===== src/rtl/rcp_iter.sv =====
// Multi-cycle Newton-Raphson reciprocal: normalise, linear seed, ITERS refinement steps.
// Optional exact-floor correction stage enabled by defining RCP_ITER_ROUND_EN.
module rcp_iter #(
    parameter int WIDTH = 16,
    parameter int ITERS = 4
) (
    input  logic                 clk_i,
    input  logic                 rst_ni,
    input  logic                 in_valid_i,
    output logic                 in_ready_o,
    input  logic [WIDTH-1:0]     a_i,
    output logic                 out_valid_o,
    input  logic                 out_ready_i,
    output logic [WIDTH+1:0]     mant_o,
    output logic [$clog2(WIDTH)-1:0] shift_o,
    output logic                 div_zero_o
);
    localparam int SW = $clog2(WIDTH);
    localparam int CW = (ITERS > 1) ? $clog2(ITERS) : 1;
    localparam int EW = WIDTH + 2;
    localparam int PW = 2 * WIDTH + 2;
    localparam int XW = 3 * WIDTH + 4;

    localparam logic [PW-1:0] TWO_2W1 = PW'(1) << (2 * WIDTH + 1);
    localparam logic [EW-1:0] THREE_W = {2'b11, {WIDTH{1'b0}}};

    typedef enum logic [2:0] {
        S_IDLE,
        S_NORM,
        S_ITER,
        S_FIX,
        S_DONE
    } state_t;

    state_t          state_q, state_d;
    logic [WIDTH-1:0] an_q, an_d;
    logic [EW-1:0]   e_q, e_d;
    logic [SW-1:0]   shift_q, shift_d;
    logic            dz_q, dz_d;
    logic [CW-1:0]   cnt_q, cnt_d;

    logic [SW-1:0]    lzc_s;
    logic [WIDTH-1:0] an_norm;
    logic [EW-1:0]    seed;
    logic [PW-1:0]    prod;
    logic [PW-1:0]    d_val;
    logic [XW-1:0]    ed;
    logic [EW-1:0]    step_e;

    function automatic logic [SW-1:0] lzc(input logic [WIDTH-1:0] v);
        logic [SW-1:0] n;
        logic          found;
        n     = '0;
        found = 1'b0;
        for (int i = WIDTH - 1; i >= 0; i--) begin
            if (!found) begin
                if (v[i]) found = 1'b1;
                else      n = n + SW'(1);
            end
        end
        return n;
    endfunction

    assign lzc_s   = lzc(an_q);
    assign an_norm = an_q << lzc_s;
    // Seed 3 - 2*an in Q2.WIDTH; an_norm has an implied binary point above its MSB.
    assign seed    = THREE_W - {1'b0, an_norm, 1'b0};

    // P and D carry 2*WIDTH fraction bits, so E*D is rescaled by 2*WIDTH back to Q2.WIDTH.
    assign prod   = PW'(an_q) * PW'(e_q);
    assign d_val  = (prod > TWO_2W1) ? '0 : (TWO_2W1 - prod);
    assign ed     = XW'(e_q) * XW'(d_val);
    assign step_e = EW'(ed >> (2 * WIDTH));

`ifdef RCP_ITER_ROUND_EN
    localparam int FW = 2 * WIDTH + 3;
    localparam logic [FW-1:0] TWO_2W = FW'(1) << (2 * WIDTH);

    logic [1:0]    fix_q, fix_d;
    logic [FW-1:0] fix_prod;
    logic          fix_ok;

    assign fix_prod = FW'(an_q) * (FW'(e_q) + FW'(1));
    assign fix_ok   = (fix_prod <= TWO_2W);
`endif

    always_comb begin
        state_d = state_q;
        an_d    = an_q;
        e_d     = e_q;
        shift_d = shift_q;
        dz_d    = dz_q;
        cnt_d   = cnt_q;
`ifdef RCP_ITER_ROUND_EN
        fix_d   = fix_q;
`endif
        case (state_q)
            S_IDLE: begin
                if (in_valid_i) begin
                    an_d    = a_i;
                    state_d = S_NORM;
                end
            end
            S_NORM: begin
                cnt_d = '0;
`ifdef RCP_ITER_ROUND_EN
                fix_d = '0;
`endif
                if (an_q == '0) begin
                    dz_d    = 1'b1;
                    e_d     = '1;
                    shift_d = '0;
                    state_d = S_DONE;
                end else begin
                    dz_d    = 1'b0;
                    shift_d = lzc_s;
                    an_d    = an_norm;
                    e_d     = seed;
                    state_d = S_ITER;
                end
            end
            S_ITER: begin
                e_d   = step_e;
                cnt_d = cnt_q + CW'(1);
                if (cnt_q == CW'(ITERS - 1)) begin
`ifdef RCP_ITER_ROUND_EN
                    state_d = S_FIX;
`else
                    state_d = S_DONE;
`endif
                end
            end
`ifdef RCP_ITER_ROUND_EN
            S_FIX: begin
                // Truncated NR stays below the true quotient, so only upward steps are needed.
                if (fix_ok) begin
                    e_d   = e_q + EW'(1);
                    fix_d = fix_q + 2'd1;
                    if (fix_q == 2'd2) state_d = S_DONE;
                end else begin
                    state_d = S_DONE;
                end
            end
`endif
            S_DONE: begin
                if (out_ready_i) state_d = S_IDLE;
            end
            default: state_d = S_IDLE;
        endcase
    end

    always_ff @(posedge clk_i) begin
        if (!rst_ni) begin
            state_q <= S_IDLE;
            an_q    <= '0;
            e_q     <= '0;
            shift_q <= '0;
            dz_q    <= 1'b0;
            cnt_q   <= '0;
`ifdef RCP_ITER_ROUND_EN
            fix_q   <= '0;
`endif
        end else begin
            state_q <= state_d;
            an_q    <= an_d;
            e_q     <= e_d;
            shift_q <= shift_d;
            dz_q    <= dz_d;
            cnt_q   <= cnt_d;
`ifdef RCP_ITER_ROUND_EN
            fix_q   <= fix_d;
`endif
        end
    end

    assign in_ready_o  = (state_q == S_IDLE);
    assign out_valid_o = (state_q == S_DONE);
    assign mant_o      = e_q;
    assign shift_o     = shift_q;
    assign div_zero_o  = dz_q;

endmodule


===== config.mk =====
export PLATFORM = sky130hd
export DESIGN_NAME = rcp_iter
export DESIGN_NICKNAME = d
export VERILOG_FILES = /design/src/rtl/rcp_iter.sv
export SDC_FILE = /design/constraint.sdc
export NUM_CORES = 2
export LEC_CHECK = 0
export BUFFER_PORTS_ARGS = -buffer_cell sky130_fd_sc_hd__buf_2
export CAP_MARGIN = 20
export CELL_PAD_IN_SITES_DETAIL_PLACEMENT = 0
export CELL_PAD_IN_SITES_GLOBAL_PLACEMENT = 1
export CORE_ASPECT_RATIO = 1.4
export CORE_UTILIZATION = 49
export DETAILED_ROUTE_END_ITERATION = 10
export GPL_ROUTABILITY_DRIVEN = 0
export GPL_TIMING_DRIVEN = 0
export PLACE_DENSITY_LB_ADDON = 0.1
export SYNTH_ARGS = -nofsm -noshare
export SYNTH_HDL_FRONTEND = slang
export SYNTH_SLANG_ARGS = --single-unit

===== constraint.sdc =====
create_clock -name clk_i -period 15.7 [get_ports clk_i]
set_clock_uncertainty 0.05 [all_clocks]
set_input_delay 0.785 -clock clk_i [delete_from_list [all_inputs] [get_ports clk_i]]
set_output_delay 0.785 -clock clk_i [all_outputs]
set_load 0.01 [all_outputs]

# Word level (Yosys, flattened, before mapping)
# Index checks and enable logic that the tools add are counted.
[op_classes]
add_sub_neg = 18
n_mul = 2
order_cmp = 1
n_eq_ne = 8
n_shift = 1
mux = 74
reduce_logical = 6
[ops]
columns = ["op", "n"]
rows = [
  ["4-bit 2-to-1 mux", 31],
  ["4-bit by 1-bit adder with 4-bit output (second input constant)", 15],
  ["18-bit by 34-bit multiplier with 50-bit output", 1],
  ["18-bit case mux with 2 select lines", 1],
  ["34-bit greater-than comparator (second input constant)", 1],
  ["16-bit by 18-bit multiplier with 34-bit output", 1],
  ["34-bit 2-to-1 mux", 1],
  ["34-bit subtractor (first input constant)", 1],
  ["16-bit 2-to-1 mux", 2],
  ["16-bit case mux with 2 select lines", 1],
  ["1-bit 2-to-1 mux", 31],
  ["18-bit 2-to-1 mux", 1],
  ["18-bit by 17-bit subtractor with 18-bit output (first input constant)", 1],
  ["16-bit zero test", 1],
  ["16-bit by 4-bit left shift with 16-bit output", 1],
  ["3-bit 2-to-1 mux", 4],
  ["3-bit case mux with 4 select lines", 1],
  ["2-bit != test (second input constant)", 3],
  ["3-bit AND reduction", 2],
  ["2-bit case mux with 2 select lines", 1],
  ["2-bit nonzero test", 2],
  ["3-bit by 1-bit equality test with 1-bit output (second input constant)", 1],
  ["3-bit by 2-bit equality test with 1-bit output (second input constant)", 1],
  ["3-bit equality test (second input constant)", 1],
  ["4 further kinds", 4],
]
[word_totals]
ff_bits = 44
inputBits = 20
output_inout_bits = 25

# Depth between registers and ports, before layout
[logic_depth]
ltp_word = 50
mapped_depth = 60
mapped_depth_nobuf = 58

# Worst setup path before layout
# OpenSTA, ideal clock, no wires.
[synth_path]
path_type = "flip-flop to flip-flop"
start = "register an_q[9]"
end = "register e_q[17], in the netlist mant_o[17]"
setup_ns = 0.120
arrival_ns = 13.419
required_ns = 15.530
path_slack_ns = 2.111
path_stages_with_launch = 56
n_path_buf = 6
path_cell_list = "dfxtp_1 -> clkbuf_1 -> clkbuf_1 -> clkbuf_1 -> nand2_1 -> fa_1 -> inv_1 -> fa_1 -> inv_1 -> fa_1 -> inv_1 -> fa_1 -> fa_1 -> inv_1 -> fa_1 -> inv_1 -> ha_1 -> a21o_1 -> [... 20 more ...] -> inv_1 -> fa_1 -> inv_1 -> ha_1 -> a21o_1 -> a21o_1 -> a21oi_1 -> o21ai_0 -> a21oi_1 -> o211ai_1 -> a22o_1 -> nand4_1 -> o21bai_1 -> a221oi_1 -> nor3_1 -> xnor3_1 -> mux2i_1 -> o31a_1"
[synth_between]
elab_chain_len = 33
elab_cells_between_ends = 49
[synth_lines]
columns = ["item", "line_no", "source"]
rows = [
  ["from (decl)", "36", "logic [WIDTH-1:0] an_q, an_d;"],
  ["from (signal assigned)", "165", "an_q <= an_d;"],
  ["4-bit 2-to-1 mux", "57", "if (v[i]) found = 1'b1;"],
  ["4-bit 2-to-1 mux", "56", "if (!found) begin"],
  ["4-bit by 1-bit adder with 4-bit output", "58", "else n = n + SW'(1);"],
  ["4-bit 2-to-1 mux", "57", ""],
  ["4-bit 2-to-1 mux", "56", ""],
  ["4-bit by 1-bit adder with 4-bit output", "58", ""],
  ["4-bit 2-to-1 mux", "57", ""],
  ["4-bit 2-to-1 mux", "56", ""],
  ["[... 17 more ...]", "-", ""],
  ["4-bit 2-to-1 mux", "56", ""],
  ["4-bit by 1-bit adder with 4-bit output", "58", ""],
  ["4-bit 2-to-1 mux", "57", ""],
  ["4-bit 2-to-1 mux", "56", ""],
  ["16-bit by 4-bit left shift with 16-bit output", "65", "assign an_norm = an_q << lzc_s;"],
  ["18-bit by 17-bit subtractor with 18-bit output", "67", "assign seed = THREE_W - {1'b0, an_norm, 1'b0};"],
  ["18-bit 2-to-1 mux", "109", "if (an_q == '0) begin"],
  ["18-bit case mux with 2 select lines (*)", "97", "case (state_q)"],
  ["to (signal assigned)", "156", "e_q <= '0;"],
  ["to (signal assigned)", "166", "e_q <= e_d;"],
  ["to (decl)", "37", "logic [EW-1:0] e_q, e_d;"],
]
# Mark *: on every way between the ends. The rest lies on a longest branch, timed or not.
# A chain may end at the register's enable or synchronous reset.

# Worst setup path in the final report
[layout_path]
start = "register an_q[10]"
end = "register e_q[17], in the netlist mant_o[17]"
[layout_between]
elab_chain_len = 36
elab_cells_between_ends = 53
[layout_lines]
columns = ["item", "line_no"]
rows = [
  ["4-bit 2-to-1 mux", "57"],
  ["4-bit 2-to-1 mux", "56"],
  ["4-bit by 1-bit adder with 4-bit output", "58"],
  ["4-bit 2-to-1 mux", "57"],
  ["4-bit 2-to-1 mux", "56"],
  ["4-bit by 1-bit adder with 4-bit output", "58"],
  ["4-bit 2-to-1 mux", "57"],
  ["4-bit 2-to-1 mux", "56"],
  ["[... 20 more ...]", "-"],
  ["4-bit 2-to-1 mux", "56"],
  ["4-bit by 1-bit adder with 4-bit output", "58"],
  ["4-bit 2-to-1 mux", "57"],
  ["4-bit 2-to-1 mux", "56"],
  ["16-bit by 4-bit left shift with 16-bit output", "65"],
  ["18-bit by 17-bit subtractor with 18-bit output", "67"],
  ["18-bit 2-to-1 mux", "109"],
  ["18-bit case mux with 2 select lines (*)", "97"],
]
# Marked as above.

==> flow_summary_export.csv <==
group,metric,value,unit
layout,postLayoutCellArea,34900,sq um
timing,period_share,96.7,%
clocking,tritoncts,"done",
grt,grt_pass1_vias,28300,
min_path,hold_class,"reg2reg",
floorplan,rows,112,
route,drc,2,
clocking,cts_buffers,5,
logic_synthesis,synth_cell_types,92,
floorplan,core_area,66600,sq um
floorplan,die_h,309,um
setup_path,cp.required,15.83,ns
clocking,clk_pin_slew,0.06,ns
grt,grt_overflow,0,
logic_synthesis,syn_inst,3899,
placement,io_buffers,43,
route,drt_iter0_drc,1622,
timing,tightest_slew,1.14,ns
logic_synthesis,syn-cell-area,32900,sq um
floorplan,die_w,221,um
logic_synthesis,ys_seq_area_share,2.68,%
setup_path,cp_common_cell,"fa_1",
timing,setup_viol,0,
logic_synthesis,synth_area_leaders,"fa_1 (44%), inv_1 (9.7%), ha_1 (8.9%)",
status,violations,"design-rule violations",
route,drtPass1Iterations,8,
layout,final_cells,4829,
timing,slew_violations,0,
timing,period_minus_slack,15.19,ns
route,via_per_inst,5.49,
route,num_vias,26500,
timing,hold_viol_final,0,
timing,max_freq,65.8,MHz
grt,antenna_found_initial,3,
route,drtAntennaViolNets,0,
setup_path,start_kind,"flip-flop",
logic_synthesis,synth_edf_count,0,
clocking,clk_path_buf_depth,2,
logic_synthesis,synth_flop_cell,"dfxtp_1",
layout,nets,4958,
logic_synthesis,async_flop_share,0,%
logic_synthesis,yosys.cell_count.top_type,"inv_1",
logic_synthesis,ys_top_cells_by_count,"inv_1 (846), fa_1 (731), nand2_1 (665), and2_1 (341), ha_1 (235)",
timing,totalNegativeSetupSlack,0,ns
route,routed_wirelength,110000,um
setup_path,rrSetupSlack,0.51,ns
grt,busiest_layer,"met2",
grt,grt_max_degree,20,
job,cap_violations,0,
floorplan,die-area,68200,sq um
grt,use_met3,1.98,%
setup_path,regToRegEndpoint,"mant_o[17]",
placement,hpwl,93400,um
clocking,clockRootBuffer,"clkbuf_16",
logic_synthesis,yosysTopAreaCellShare,44.5,%
setup_path,rr_startpoint,"an_q[10]",
clocking,cts_sinks,44,
setup_path,cpPeakStageDelay,0.61,ns
logic_synthesis,synth-seq-cells,44,
layout,drive_gt1_share,7.48,%
logic_synthesis,yosysWarnings,0,
timing,whs,0.436,ns
setup_path,worstSetupEndpointType,"flip-flop",
setup_path,crit_slowest_cell,"fa_1",
logic_synthesis,postSynthNetCount,4885,
setup_path,arrival,15.32,ns
min_path,worstHoldStart,"div_zero_o",
status,status,"finished, violations left",
setup_path,criticalPathCategory,"reg2reg",
grt,grt_pass1_wl,169000,um
placement,dp.cells,4800,
floorplan,ios,45,
min_path,min_path_cells,2,
clocking,htree_levels,2,
timing,maxSlewHeadroom,24.1,%
logic_synthesis,postSynthAreaPerCell,8.44,sq um
placement,placed_cell_area,34200,sq um
floorplan,initial_core_util,49.4,%
grt,gr-usage-met2,61.1,%
grt,use_met1,39.1,%
layout,syn_to_final_growth,6.17,%
clocking,holdBufCountCts,0,
clocking,clk_latency,0.29,ns
min_path,hold_path_end,"div_zero_o",
route,wire_per_inst,22.7,um
setup_path,crit_fanout,10,
grt,track_usage,33.2,%
logic_synthesis,yosysTopAreaCell,"fa_1",
setup_path,worstRegToRegCells,52,
-- registers in the layout, indices dropped and copies added, names as in the netlist --
| name | cells |
|---|---|
| mant_o | 18 |
| an_q | 16 |
| shift_o | 4 |
| state_q | 3 |
| cnt_q | 2 |
| div_zero_o | 1 |
-- repair_timing --
action | in CTS | in global routing
pin swaps | 4 | 15
gates resized for setup | 91 | 116
setup endpoints to repair | 18 | 11
setup buffers | 4 | 23
-- worst max path at each step --
stage / slack (ns) / start / cells past startpoint / endpoint
4_1_cts: 0.04 / mant_o[15] / 52 / mant_o[17]
6_report: 0.51 / an_q[10] / 52 / mant_o[17]
3_3_place_gp: -2.32 / an_q[3] / 50 / mant_o[17]
2_1_floorplan: 2.11 / an_q[9] / 55 / mant_o[17]
5_1_grt: -0.02 / mant_o[16] / 54 / mant_o[17]
3_5_place_dp: -1.87 / an_q[3] / 51 / mant_o[17]
-- per-layer routing --
metal	wire length, um	part of all wire, %
met5	10	0.0091
met4	6830	6.2
met3	5070	4.6
met2	56200	51
met1	41500	38
-- stage by stage --
stage	utilization [%]	worst slack, ns
global placement	51.3	-2.32
floorplan	-	2.11
detailed placement	51.4	-1.87
CTS	51.9	0.0350
finish	52.5	0.511
global route	52.5	-0.0245
-- kinds of logic after synthesis --
group | after synthesis | share of synthesized area [%]
XOR/XNOR | 97 | 2.86
buffers and inverters | 1067 | 12.6
flip-flops | 44 | 2.68
adder cells (fa/ha/maj) | 966 | 53.4
AND/OR/NAND/NOR | 1335 | 19.9
multiplexers | 41 | 1.27
AO/OA/AOI/OAI | 349 | 7.21
-- layout make-up --
class                           instances  area [sq um]
Fill cell                            6669         31600
Multi-Input combinational cell       2788         28000
Inverter                              850          3190
Buffer                                209          1130
Tap cell                              855          1070
Sequential cell                        44           896
Timing Repair Buffer                   74           474
Clock buffer                            5           125
Clock inverter                          2          12.5
Antenna cell                            2          5.00
-- worst max-delay path: cells and delay by family (launching register included) --
kind	cells	cell delay (ns)
adders and majority gates	14	6.81
AOI/OAI and AO/OA	13	3.39
buffers and inverters	14	2.14
and+or+nand+nor	8	1.46
xor gates and xnor gates	2	0.68
DFF	1	0.39
muxes	1	0.15
-- placed cells by master, fill, tap and decap left out, types with 36 or more instances in the layout --
| cell | n |
|---|---|
| inv_1 | 846 |
| fa_1 | 731 |
| nand2_1 | 665 |
| and2_1 | 341 |
| ha_1 | 235 |
| nor2_1 | 90 |
| clkbuf_1 | 85 |
| a21oi_1 | 81 |
| buf_2 | 68 |
| o21ai_0 | 60 |
| buf_4 | 50 |
| xnor2_1 | 46 |
| xor2_1 | 42 |
| clkbuf_2 | 38 |
| a21o_1 | 38 |
| mux2i_1 | 36 |
Power is not shown: default switching activity piles up to over one toggle a cycle in this logic, so the estimate is an artifact.
